==> config.mk <==
export PLATFORM = sky130hd
export DESIGN_NAME = pipe_hazard_ctrl_flat
export DESIGN_NICKNAME = d
export VERILOG_FILES = /design/src/rtl/pipe_hazard_ctrl_pkg.sv /design/src/rtl/pipe_hazard_ctrl_if.sv /design/src/rtl/pipe_hazard_ctrl_load_use_detect.sv /design/src/rtl/pipe_hazard_ctrl.sv /design/src/flat_wrapper.sv
export SDC_FILE = /design/constraint.sdc
export NUM_CORES = 1
export LEC_CHECK = 0
export CORE_ASPECT_RATIO = 0.6
export CORE_MARGIN = 1.5
export CORE_UTILIZATION = 30
export CTS_CLUSTER_DIAMETER = 30
export CTS_CLUSTER_SIZE = 28
export DETAILED_ROUTE_END_ITERATION = 8
export SYNTH_ARGS = -nofsm -noshare
export SYNTH_HDL_FRONTEND = slang
export SYNTH_HIERARCHICAL = 1
export SYNTH_SLANG_ARGS = --single-unit
==> constraint.sdc <==
create_clock -name clk -period 1.9 [get_ports clk]
set_input_delay 0.285 -clock clk [delete_from_list [all_inputs] [get_ports clk]]
set_output_delay 0.285 -clock clk [all_outputs]
set_load 0.005 [all_outputs]
==> src/rtl/pipe_hazard_ctrl_pkg.sv <==
// Shared types for the 5-stage pipeline hazard sequencer: FSM states,
// the $zero register index and the bundle of stage-register controls.
package pipe_ctrl_pkg;

  typedef enum logic [1:0] {
    RUN  = 2'd0,
    WAIT = 2'd1,
    HALT = 2'd2
  } state_e;

  localparam logic [4:0] REG_ZERO = 5'd0;

  typedef struct packed {
    logic pc_en;
    logic ifid_en;
    logic ifid_flush;
    logic idexe_en;
    logic idexe_bubble;
    logic exmem_en;
    logic exmem_bubble;
    logic memwb_en;
    logic memwb_bubble;
  } stage_ctrl_t;

endpackage

==> src/rtl/pipe_hazard_ctrl_if.sv <==
// Hazard-status inputs and stage-control outputs of the pipeline sequencer.
// master = pipeline datapath side, slave = the sequencer.
interface pipe_hazard_ctrl_if #(
  parameter int CNT_W = 16
);
  logic             idexe_memread;
  logic [4:0]       idexe_rt;
  logic [4:0]       ifid_rs;
  logic [4:0]       ifid_rt;
  logic             ifid_uses_rt;
  logic             exmem_branch_taken;
  logic             exmem_memreq;
  logic             dmem_ready;

  logic             pc_en;
  logic             ifid_en;
  logic             ifid_flush;
  logic             idexe_en;
  logic             idexe_bubble;
  logic             exmem_en;
  logic             exmem_bubble;
  logic             memwb_en;
  logic             memwb_bubble;
  logic             halted;
  logic [CNT_W-1:0] stall_cycles;
  logic [CNT_W-1:0] flush_count;

  modport master (
    output idexe_memread, idexe_rt, ifid_rs, ifid_rt, ifid_uses_rt,
           exmem_branch_taken, exmem_memreq, dmem_ready,
    input  pc_en, ifid_en, ifid_flush, idexe_en, idexe_bubble,
           exmem_en, exmem_bubble, memwb_en, memwb_bubble,
           halted, stall_cycles, flush_count
  );

  modport slave (
    input  idexe_memread, idexe_rt, ifid_rs, ifid_rt, ifid_uses_rt,
           exmem_branch_taken, exmem_memreq, dmem_ready,
    output pc_en, ifid_en, ifid_flush, idexe_en, idexe_bubble,
           exmem_en, exmem_bubble, memwb_en, memwb_bubble,
           halted, stall_cycles, flush_count
  );
endinterface

==> src/rtl/pipe_hazard_ctrl_load_use_detect.sv <==
// Load-use comparator: the load in ID/EXE writes a register the IF/ID
// instruction is about to read. Writes to $zero never create a dependency.
module load_use_detect
  import pipe_ctrl_pkg::*;
(
  input  logic       idexe_memread_i,
  input  logic [4:0] idexe_rt_i,
  input  logic [4:0] ifid_rs_i,
  input  logic [4:0] ifid_rt_i,
  input  logic       ifid_uses_rt_i,
  output logic       load_use_o
);
  assign load_use_o = idexe_memread_i && (idexe_rt_i != REG_ZERO) &&
                      ((idexe_rt_i == ifid_rs_i) ||
                       (ifid_uses_rt_i && (idexe_rt_i == ifid_rt_i)));
endmodule

==> src/rtl/pipe_hazard_ctrl.sv <==
// Central pipeline sequencer: stage enables/bubbles for load-use stalls,
// MEM-stage branch flushes and data-memory waits, with timeout halt.
module pipe_hazard_ctrl
  import pipe_ctrl_pkg::*;
#(
  parameter int MEM_TIMEOUT = 16,
  parameter int CNT_W       = 16
) (
  input  logic                clk,
  input  logic                rst,
  pipe_hazard_ctrl_if.slave   bus
);
  localparam logic [7:0] TIMEOUT_W = 8'(MEM_TIMEOUT);

  state_e           state_q;
  logic [7:0]       wait_cnt_q;
  logic             halted_q;
  logic [CNT_W-1:0] stall_q, stall_d;
  logic [CNT_W-1:0] flush_q, flush_d;
  logic             load_use, mem_stall, br_flush;
  stage_ctrl_t      ctrl;

  load_use_detect u_lu (
    .idexe_memread_i (bus.idexe_memread),
    .idexe_rt_i      (bus.idexe_rt),
    .ifid_rs_i       (bus.ifid_rs),
    .ifid_rt_i       (bus.ifid_rt),
    .ifid_uses_rt_i  (bus.ifid_uses_rt),
    .load_use_o      (load_use)
  );

  assign mem_stall = bus.exmem_memreq && !bus.dmem_ready;
  assign br_flush  = bus.exmem_branch_taken;

  // Controls are combinational so a hazard acts in the cycle it is seen.
  always_comb begin
    ctrl = '0;
    if (rst || state_q == HALT) begin
      ctrl = '0;
    end else if (mem_stall) begin
      ctrl.memwb_en     = 1'b1;
      ctrl.memwb_bubble = 1'b1;
    end else if (br_flush) begin
      ctrl.pc_en        = 1'b1;
      ctrl.ifid_en      = 1'b1;
      ctrl.ifid_flush   = 1'b1;
      ctrl.idexe_en     = 1'b1;
      ctrl.idexe_bubble = 1'b1;
      ctrl.exmem_en     = 1'b1;
      ctrl.exmem_bubble = 1'b1;
      ctrl.memwb_en     = 1'b1;
    end else if (load_use) begin
      ctrl.idexe_en     = 1'b1;
      ctrl.idexe_bubble = 1'b1;
      ctrl.exmem_en     = 1'b1;
      ctrl.memwb_en     = 1'b1;
    end else begin
      ctrl.pc_en        = 1'b1;
      ctrl.ifid_en      = 1'b1;
      ctrl.idexe_en     = 1'b1;
      ctrl.exmem_en     = 1'b1;
      ctrl.memwb_en     = 1'b1;
    end
  end

  // wait_cnt holds the number of consecutive stalled cycles already seen.
  always_ff @(posedge clk or posedge rst) begin
    if (rst) begin
      state_q    <= RUN;
      wait_cnt_q <= '0;
      halted_q   <= 1'b0;
    end else begin
      case (state_q)
        RUN: if (mem_stall) begin
          state_q    <= WAIT;
          wait_cnt_q <= 8'd1;
        end
        WAIT: if (!mem_stall) begin
          state_q    <= RUN;
          wait_cnt_q <= '0;
        end else if (wait_cnt_q + 8'd1 == TIMEOUT_W) begin
          state_q    <= HALT;
          halted_q   <= 1'b1;
          wait_cnt_q <= '0;
        end else begin
          wait_cnt_q <= wait_cnt_q + 8'd1;
        end
        default: ;
      endcase
    end
  end

  always_comb begin
    stall_d = stall_q;
    flush_d = flush_q;
    if (!ctrl.pc_en && state_q != HALT && stall_q != '1)
      stall_d = stall_q + CNT_W'(1);
    if (br_flush && !mem_stall && state_q != HALT && flush_q != '1)
      flush_d = flush_q + CNT_W'(1);
  end

  always_ff @(posedge clk or posedge rst) begin
    if (rst) begin
      stall_q <= '0;
      flush_q <= '0;
    end else begin
      stall_q <= stall_d;
      flush_q <= flush_d;
    end
  end

  assign bus.pc_en        = ctrl.pc_en;
  assign bus.ifid_en      = ctrl.ifid_en;
  assign bus.ifid_flush   = ctrl.ifid_flush;
  assign bus.idexe_en     = ctrl.idexe_en;
  assign bus.idexe_bubble = ctrl.idexe_bubble;
  assign bus.exmem_en     = ctrl.exmem_en;
  assign bus.exmem_bubble = ctrl.exmem_bubble;
  assign bus.memwb_en     = ctrl.memwb_en;
  assign bus.memwb_bubble = ctrl.memwb_bubble;
  assign bus.halted       = halted_q;
  assign bus.stall_cycles = stall_q;
  assign bus.flush_count  = flush_q;
endmodule

==> src/flat_wrapper.sv <==
// flat-port wrapper written by rule: the top's interface ports become plain ports
module pipe_hazard_ctrl_flat import pipe_ctrl_pkg::*;
#(
  parameter int MEM_TIMEOUT = 16,
  parameter int CNT_W       = 16
)
  (clk, rst, bus_idexe_memread, bus_idexe_rt, bus_ifid_rs, bus_ifid_rt, bus_ifid_uses_rt, bus_exmem_branch_taken, bus_exmem_memreq, bus_dmem_ready, bus_pc_en, bus_ifid_en, bus_ifid_flush, bus_idexe_en, bus_idexe_bubble, bus_exmem_en, bus_exmem_bubble, bus_memwb_en, bus_memwb_bubble, bus_halted, bus_stall_cycles, bus_flush_count);
  pipe_hazard_ctrl_if #(.CNT_W(CNT_W)) bus_i ();
  input  logic clk;
  input  logic rst;
  input wire logic [$bits(bus_i.idexe_memread)-1:0] bus_idexe_memread;
  input wire logic [$bits(bus_i.idexe_rt)-1:0] bus_idexe_rt;
  input wire logic [$bits(bus_i.ifid_rs)-1:0] bus_ifid_rs;
  input wire logic [$bits(bus_i.ifid_rt)-1:0] bus_ifid_rt;
  input wire logic [$bits(bus_i.ifid_uses_rt)-1:0] bus_ifid_uses_rt;
  input wire logic [$bits(bus_i.exmem_branch_taken)-1:0] bus_exmem_branch_taken;
  input wire logic [$bits(bus_i.exmem_memreq)-1:0] bus_exmem_memreq;
  input wire logic [$bits(bus_i.dmem_ready)-1:0] bus_dmem_ready;
  output wire logic [$bits(bus_i.pc_en)-1:0] bus_pc_en;
  output wire logic [$bits(bus_i.ifid_en)-1:0] bus_ifid_en;
  output wire logic [$bits(bus_i.ifid_flush)-1:0] bus_ifid_flush;
  output wire logic [$bits(bus_i.idexe_en)-1:0] bus_idexe_en;
  output wire logic [$bits(bus_i.idexe_bubble)-1:0] bus_idexe_bubble;
  output wire logic [$bits(bus_i.exmem_en)-1:0] bus_exmem_en;
  output wire logic [$bits(bus_i.exmem_bubble)-1:0] bus_exmem_bubble;
  output wire logic [$bits(bus_i.memwb_en)-1:0] bus_memwb_en;
  output wire logic [$bits(bus_i.memwb_bubble)-1:0] bus_memwb_bubble;
  output wire logic [$bits(bus_i.halted)-1:0] bus_halted;
  output wire logic [$bits(bus_i.stall_cycles)-1:0] bus_stall_cycles;
  output wire logic [$bits(bus_i.flush_count)-1:0] bus_flush_count;
  assign bus_i.idexe_memread = bus_idexe_memread;
  assign bus_i.idexe_rt = bus_idexe_rt;
  assign bus_i.ifid_rs = bus_ifid_rs;
  assign bus_i.ifid_rt = bus_ifid_rt;
  assign bus_i.ifid_uses_rt = bus_ifid_uses_rt;
  assign bus_i.exmem_branch_taken = bus_exmem_branch_taken;
  assign bus_i.exmem_memreq = bus_exmem_memreq;
  assign bus_i.dmem_ready = bus_dmem_ready;
  assign bus_pc_en = bus_i.pc_en;
  assign bus_ifid_en = bus_i.ifid_en;
  assign bus_ifid_flush = bus_i.ifid_flush;
  assign bus_idexe_en = bus_i.idexe_en;
  assign bus_idexe_bubble = bus_i.idexe_bubble;
  assign bus_exmem_en = bus_i.exmem_en;
  assign bus_exmem_bubble = bus_i.exmem_bubble;
  assign bus_memwb_en = bus_i.memwb_en;
  assign bus_memwb_bubble = bus_i.memwb_bubble;
  assign bus_halted = bus_i.halted;
  assign bus_stall_cycles = bus_i.stall_cycles;
  assign bus_flush_count = bus_i.flush_count;
  pipe_hazard_ctrl #(.MEM_TIMEOUT(MEM_TIMEOUT), .CNT_W(CNT_W)) u_core (.clk(clk), .rst(rst), .bus(bus_i));
endmodule
==> qor.yml, run 1 <==
outcome:
  status: "complete, but fails checks"
  violations: "negative setup slack"
setup_path:
  crit_path_end_kind: "output port"
  worstPathCellList: "buf_6, or4_4, o21ai_4, a21oi_2, a2111oi_4, buf_4, buf_2"
  cp_top_family: "simple AND/OR/NAND/NOR gates"
  slowest_delay_ns: 0.54
  cp.buffers_inverters: 3
  crit_fanout: 2
  cpMaxStageDelayCell: "or4_4"
  critPathArrivalTime_ns: 1.73
  crit_type: "in -> out"
  required_ns: 1.62
  start_kind: "input port"
drt:
  drc: 0
  vias_per_cell: 4.72
  post_drt_wl_per_cell_microns: 13.2
  totalWireLength_microns: 5890
  drt_first_iter_violations: 105
  drtPass1Iterations: 4
  vias: 2108
  ant_nets: 0
timing:
  timing.hold.ws_ns: 0.235
  max_freq_mhz: 496
  maxSlewViolCount: 0
  slew_headroom: 0.767
  skew_ns: 0.00209
  post-route-period-util: 1.06
  rsz0062_at_grt: "true"
  fin_crit_ns: 2.01
  setup_violations: 19
  finalWorstSetupSlack_ns: -0.114
  finalHoldViolations: 0
  tightest_slew_ns: 0.349
finish:
  layout-drive-gt1-share: 0.297
  final_area_sq_um: 3750
  area_growth_pct: 58.0
  nets: 369
  layoutNonFillerInstCount: 447
  n_antenna_cell: 0
floorplan:
  fp.dieArea_sq_um: 8470
  initial_core_util: 0.319
  ios: 64
  rows: 24
  coreArea_sq_um: 7450
  die_h_microns: 71.9
  die_w_microns: 118
yosys:
  synth_top_area_share: 0.453
  syn_area_sq_um: 2370
  synth_common_cells: "dfrtp_1 (43), xnor2_1 (24), nand2_1 (23)"
  yosysTopAreaCell: "dfrtp_1"
  ys_ff_latch: 43
  ys.flop_type: "dfrtp_1"
  yosysMostFrequentCell: "dfrtp_1"
  synth-edff-count: 0
  synth.area.top_cells: "dfrtp_1 (45%), xnor2_1 (8.9%), xor2_1 (5.5%), nand3_1 (3.8%), nand2_1 (3.6%)"
  async_flop_share: 1.00
  avgSynthCellArea_sq_um: 10.1
  syn_inst: 235
  synthDistinctLibCells: 47
  syn_nets: 261
  ys_warn_count: 6
  ys_seq_area_frac: 0.453
global_routing:
  grt_remaining_overflow: 0
  grt-busiest-layer: "met1"
  track_usage: 0.148
  grt_pass1_wl_microns: 10200
  use_met1: 0.222
  use_met3: 0.0385
  gr-usage-met2: 0.218
  grt_pass1_vias: 2141
  grt_antenna_before_repair: 0
  grt_max_degree: 37
pwr:
  ir_drop_mv: 0.657
  finalPower_mw: 3.20
  leakagePower_nw: 1.64
  powerDensity_nw_per_um2: 853
cts:
  clkTransAtPathRegs_ns: 0.06
  cts-root-buf: "clkbuf_16"
  cts_tree: "built"
  clock-sinks: 43
  cts_buffer_depth: 2
  clk-insertion-delay-late_ns: 0.28
  htreeDepth: 2
  cts_buffers: 5
placed_design:
  dpl_cell_area_sq_um: 3420
  dp_cells: 431
  dpl.hpwl_microns: 4350
  portBuffers: 63
  globalplace.congestion: 0.830
min_path:
  hold_path.class: "in -> async"
flow_run:
  cap_violations: 0
==> cells by family after synthesis <==
family                   Yosys count  share of synthesized area
AO/OA/AOI/OAI                     30                     0.0938
XOR/XNOR                          39                      0.144
adder cells (fa/ha/maj)            4                     0.0211
buffers and inverters             13                     0.0295
flip-flops                        43                      0.453
multiplexers                       2                    0.00949
AND/OR/NAND/NOR                  104                      0.249
==> worst paths after layout <==
path / start / to / slack (ns) / cells after the start
setup / recovery: bus_idexe_rt[1] / bus_ifid_en / -0.11 / 7
hold / removal: rst / u_core/bus.stall_cycles[15]$_DFFE_PP0P_ / 0.23 / 2
setup reg to reg: u_core/bus.stall_cycles[0]$_DFFE_PP0P_ / u_core/bus.stall_cycles[1]$_DFFE_PP0P_ / 0.03 / 6
hold reg to reg: u_core/bus.halted$_DFFE_PP0P_ / u_core/bus.halted$_DFFE_PP0P_ / 0.47 / 1
max in group asynchronous: rst / u_core/bus.flush_count[14]$_DFFE_PP0P_ / 1.16 / 3
min in group clk: u_core/bus.halted$_DFFE_PP0P_ / u_core/bus.halted$_DFFE_PP0P_ / 0.47 / 1
==> repair_timing <==
action | 4_1_cts | 5_1_grt
setup endpoints to repair | 29 | 34
cloned | 1 | 0
pin swaps | 28 | 24
resized for setup | 68 | 27
buffers inserted | 7 | 3
hold buffers | 0 | 0
==> where the power goes <==
group | internal (mW) | switching [mW] | leakage [nW]
logic | 0.683 | 0.434 | 1.00
registers | 1.08 | 0.163 | 0.564
clock network | 0.513 | 0.325 | 0.0727
total | 2.28 | 0.922 | 1.64
==> stage by stage <==
step	setup slack (ns)	setup TNS, ns	util
after floorplan	-0.149	-0.713	-
after global placement	-0.791	-18.17	0.459
after detailed placement	-0.817	-19.34	0.459
after CTS	-0.150	-1.40	0.489
after global routing	-0.223	-3.48	0.504
final	-0.114	-1.14	0.504
==> registers in the layout, summed over array words and instances, names as in the netlist <==
register and flops:
u_core/bus.stall_cycles 16, u_core/bus.flush_count 16, u_core/bus.halted 1, u_core/state_q 2
u_core/wait_cnt_q 8
==> worst reg2reg max path, delay by kind of cell (launching register included) <==
family                     cells  cell delay, ns
AOI/OAI and AO/OA              1            0.29
and+or+nand+nor                2            0.43
adders and majority gates      1            0.21
buffers and inverters          1            0.16
DFF                            1            0.38
muxes                          1            0.29
==> layer usage <==
metal	vias up	share of wire
met5	-	0
met4	0	0.0034
met3	3	0.059
met2	58	0.42
met1	1001	0.52
li1	1046	-
==> final cells by class <==
class / instances / area (sq um)
sequential: 43 / 1080
multi-input combinational: 179 / 1410
clock inverter: 1 / 5.00
clock buffer: 6 / 139
timing repair buffer: 109 / 976
inverter: 5 / 18.8
tap: 104 / 130
fill: 755 / 3700
==> layout by cell type, fill, tap and decap left out, types with 6 or more instances in the layout <==
master / Yosys / layout
dfrtp_1: 43 / 43
clkdlybuf4s50_1: 0 / 40
buf_4: 3 / 38
xnor2_1: 24 / 23
nand2_1: 23 / 20
nand3_1: 18 / 14
xor2_1: 15 / 13
nor2_1: 10 / 10
nand4_1: 10 / 10
buf_6: 1 / 8
buf_2: 2 / 7
nor3_1: 11 / 7
dlygate4sd2_1: 0 / 6
Power figures use the tool's default switching activity.
==> run 2, diff against run 1 <==
Settings changed: ABC_AREA set to 1, CTS_CLUSTER_DIAMETER 30 to not set, MAX_ROUTING_LAYER set to met4.
==> run 2 against run 1 <==
  * The flow now finishes without violations
  * Power down 40%
  * Cell count grew 40%
  * Maximum frequency is 9.4% higher
  * Largest power group unchanged
==> qor.yml, run 2 <==
pwr:
  ir_drop_mv: 0.277
  leakagePower_nw: 2.01
  powerDensity_nw_per_um2: 479
setup_path:
  crit_type: "in -> out"
  crit_path_end_kind: "output port"
  worstPathCellList: "clkdlybuf4s50_1, clkinvlp_4, nand2_2, buf_4, inv_1, clkdlybuf4s50_1"
  cp-endpoint: "bus_memwb_en"
  worstReg2RegStart: "u_core/bus.stall_cycles[0]$_DFFE_PP0P_"
  critPathArrivalTime_ns: 1.56
  cp.buffers_inverters: 5
  required_ns: 1.62
  critPathLaunch: "rst"
  cp.depth: 6
  cpMaxStageDelayCell: "clkdlybuf4s50_1"
  cp_top_family: "buffers and inverters"
  start_kind: "input port"
  reg2reg_depth: 9
  slowest_delay_ns: 0.50
  crit_top_cell: "clkdlybuf4s50_1"
  crit_fanout: 3
  rrSetupSlack_ns: 0.20
  r2r_end: "u_core/bus.stall_cycles[7]$_DFFE_PP0P_"
finish:
  n_fill_cell: 916
  final_area_sq_um: 4000
  layout_commonest_cell: "nand2_1"
  area_growth_pct: 40.4
  layout-drive-gt1-share: 0.157
  nets: 523
  final_cell_mix: "nand2_1 (138), inv_1 (49), dfrtp_1 (42)"
  n_antenna_cell: 0
yosys:
  synth_common_cells: "nand2_1 (139), inv_1 (52), dfrtp_1 (43)"
  syn_inst: 406
  synth_top_area_share: 0.378
  synth.area.top_cells: "dfrtp_1 (38%), nand2_1 (18%), inv_1 (6.9%), nor2_1 (5.5%), nand3_1 (4.6%)"
  syn_nets: 432
  ys_warn_count: 6
  ys.flop_type: "dfrtp_1"
  synth-edff-count: 0
  async_flop_share: 1.00
  syn_area_sq_um: 2850
  ys_ff_latch: 43
  synthDistinctLibCells: 31
  ys_seq_area_frac: 0.378
  yosysMostFrequentCell: "nand2_1"
  yosysTopAreaCell: "dfrtp_1"
  avgSynthCellArea_sq_um: 7.02
timing:
  max_freq_mhz: 543
  skew_ns: 0.00438
  tightest_slew_ns: 0.563
  post-route-period-util: 0.969
  fin_crit_ns: 1.84
  finalHoldViolations: 0
  timing.hold.ws_ns: 0.504
  maxSlewViolCount: 0
  setup_violations: 0
  finalWorstSetupSlack_ns: 0.0585
  slew_headroom: 0.624
global_routing:
  track_usage: 0.156
  use_met1: 0.221
  grt_antenna_before_repair: 0
  grt-busiest-layer: "met2"
  grt_pass1_wl_microns: 12100
  grt_remaining_overflow: 0
  grt_pass1_vias: 2583
  grt_max_degree: 44
  gr-usage-met2: 0.226
  use_met3: 0.0348
drt:
  drtPass1Iterations: 4
  vias_per_cell: 4.47
  totalWireLength_microns: 7390
  ant_nets: 0
  drc: 0
  post_drt_wl_per_cell_microns: 11.8
  vias: 2803
  drt_first_iter_violations: 178
floorplan:
  fp.dieArea_sq_um: 10100
  rows: 27
  die_h_microns: 78.5
  initial_core_util: 0.310
  ios: 64
  coreArea_sq_um: 9190
  die_w_microns: 129
flow_run:
  cap_violations: 0
cts:
  holdBufCountCts: 0
  cts_tree: "built"
  cts-root-buf: "clkbuf_16"
  clk-insertion-delay-late_ns: 0.29
  cts_buffer_depth: 2
  clkTransAtPathRegs_ns: 0.06
  cts_buffers: 5
  clock-sinks: 43
  htreeDepth: 2
placed_design:
  portBuffers: 63
  dpl.hpwl_microns: 5500
  pre_cts_slack_ns: -0.483
  globalplace.congestion: 0.864
  dpl_cell_area_sq_um: 3780
min_path:
  hold_path.class: "reg -> reg"
  worstHoldStart: "u_core/bus.halted$_DFFE_PP0P_"
outcome:
  status: "finished clean"
-- run 2: layer usage --
layer	part of all wire	vias up
met5	0	-
met2	0.41	52
met1	0.54	1297
li1	-	1449
met3	0.038	5
met4	0.0064	0
-- run 2: repair_timing --
action                                 4_1_cts  5_1_grt
endpoints found under the hold margin        0        0
resized for setup                           32       32
setup endpoints to repair                   24       24
pin swaps                                    8        9
setup buffers                                3        3
cloned                                       0        1
-- run 2: cell type report --
| type | instances | area [sq um] | share of cell area |
|---|---|---|---|
| multi-input combinational | 299 | 1530 | 0.383 |
| timing repair buffer | 90 | 857 | 0.214 |
| clock buffer | 6 | 139 | 0.0347 |
| tap | 130 | 163 | 0.0407 |
| clock inverter | 1 | 5.00 | 0.00125 |
| sequential | 43 | 1080 | 0.269 |
| inverter | 58 | 226 | 0.0566 |
-- run 2: through the flow --
step	util	TNS [ns]	power (mW)	std cells
detailed placement	0.412	-8.10	1.06	614
global placement	0.412	-7.40	1.06	614
CTS	0.429	-0.0681	1.94	624
finish	0.435	0	1.92	627
floorplan	-	0	0.989	406
global route	0.435	-0.00624	2.00	627
-- run 2: worst register-to-register path, stage by stage, from the launching register on --
cell and delay, ns:
dfrtp_1 0.41, ha_1 0.28, inv_2 0.09, nor2_4 0.13, nand4_2 0.18, nand3_4 0.18
inv_6 0.07, buf_12 0.13, nand2_1 0.06, o21ai_2 0.05
-- run 2: where the power goes --
part	switching, mW	total (mW)	internal, mW
registers	0.00254	0.921	0.919
clock network	0.359	0.873	0.514
logic	0.0661	0.122	0.0556
total	0.428	1.92	1.49
-- run 2: cell families (layout without fill, tap and decap cells) --
family / after synthesis / count (layout) / synth area share
adder cells (fa/ha/maj): 4 / 4 / 0.0176
flip-flops: 43 / 43 / 0.378
buffers and inverters: 65 / 155 / 0.0997
AO/OA/AOI/OAI: 34 / 34 / 0.0663
XOR/XNOR: 21 / 21 / 0.0646
AND/OR/NAND/NOR: 239 / 240 / 0.374
-- run 2: worst min path at each step --
stage	slack [ns]	cells after the start	endpoint
6_report	0.50	1	u_core/bus.halted$_DFFE_PP0P_
5_1_grt	0.50	1	u_core/bus.halted$_DFFE_PP0P_
4_1_cts	0.50	1	u_core/bus.halted$_DFFE_PP0P_
3_5_place_dp	0.47	1	u_core/bus.halted$_DFFE_PP0P_
3_3_place_gp	0.47	1	u_core/bus.halted$_DFFE_PP0P_
2_1_floorplan	0.29	1	u_core/bus.flush_count[0]$_DFFE_PP0P_
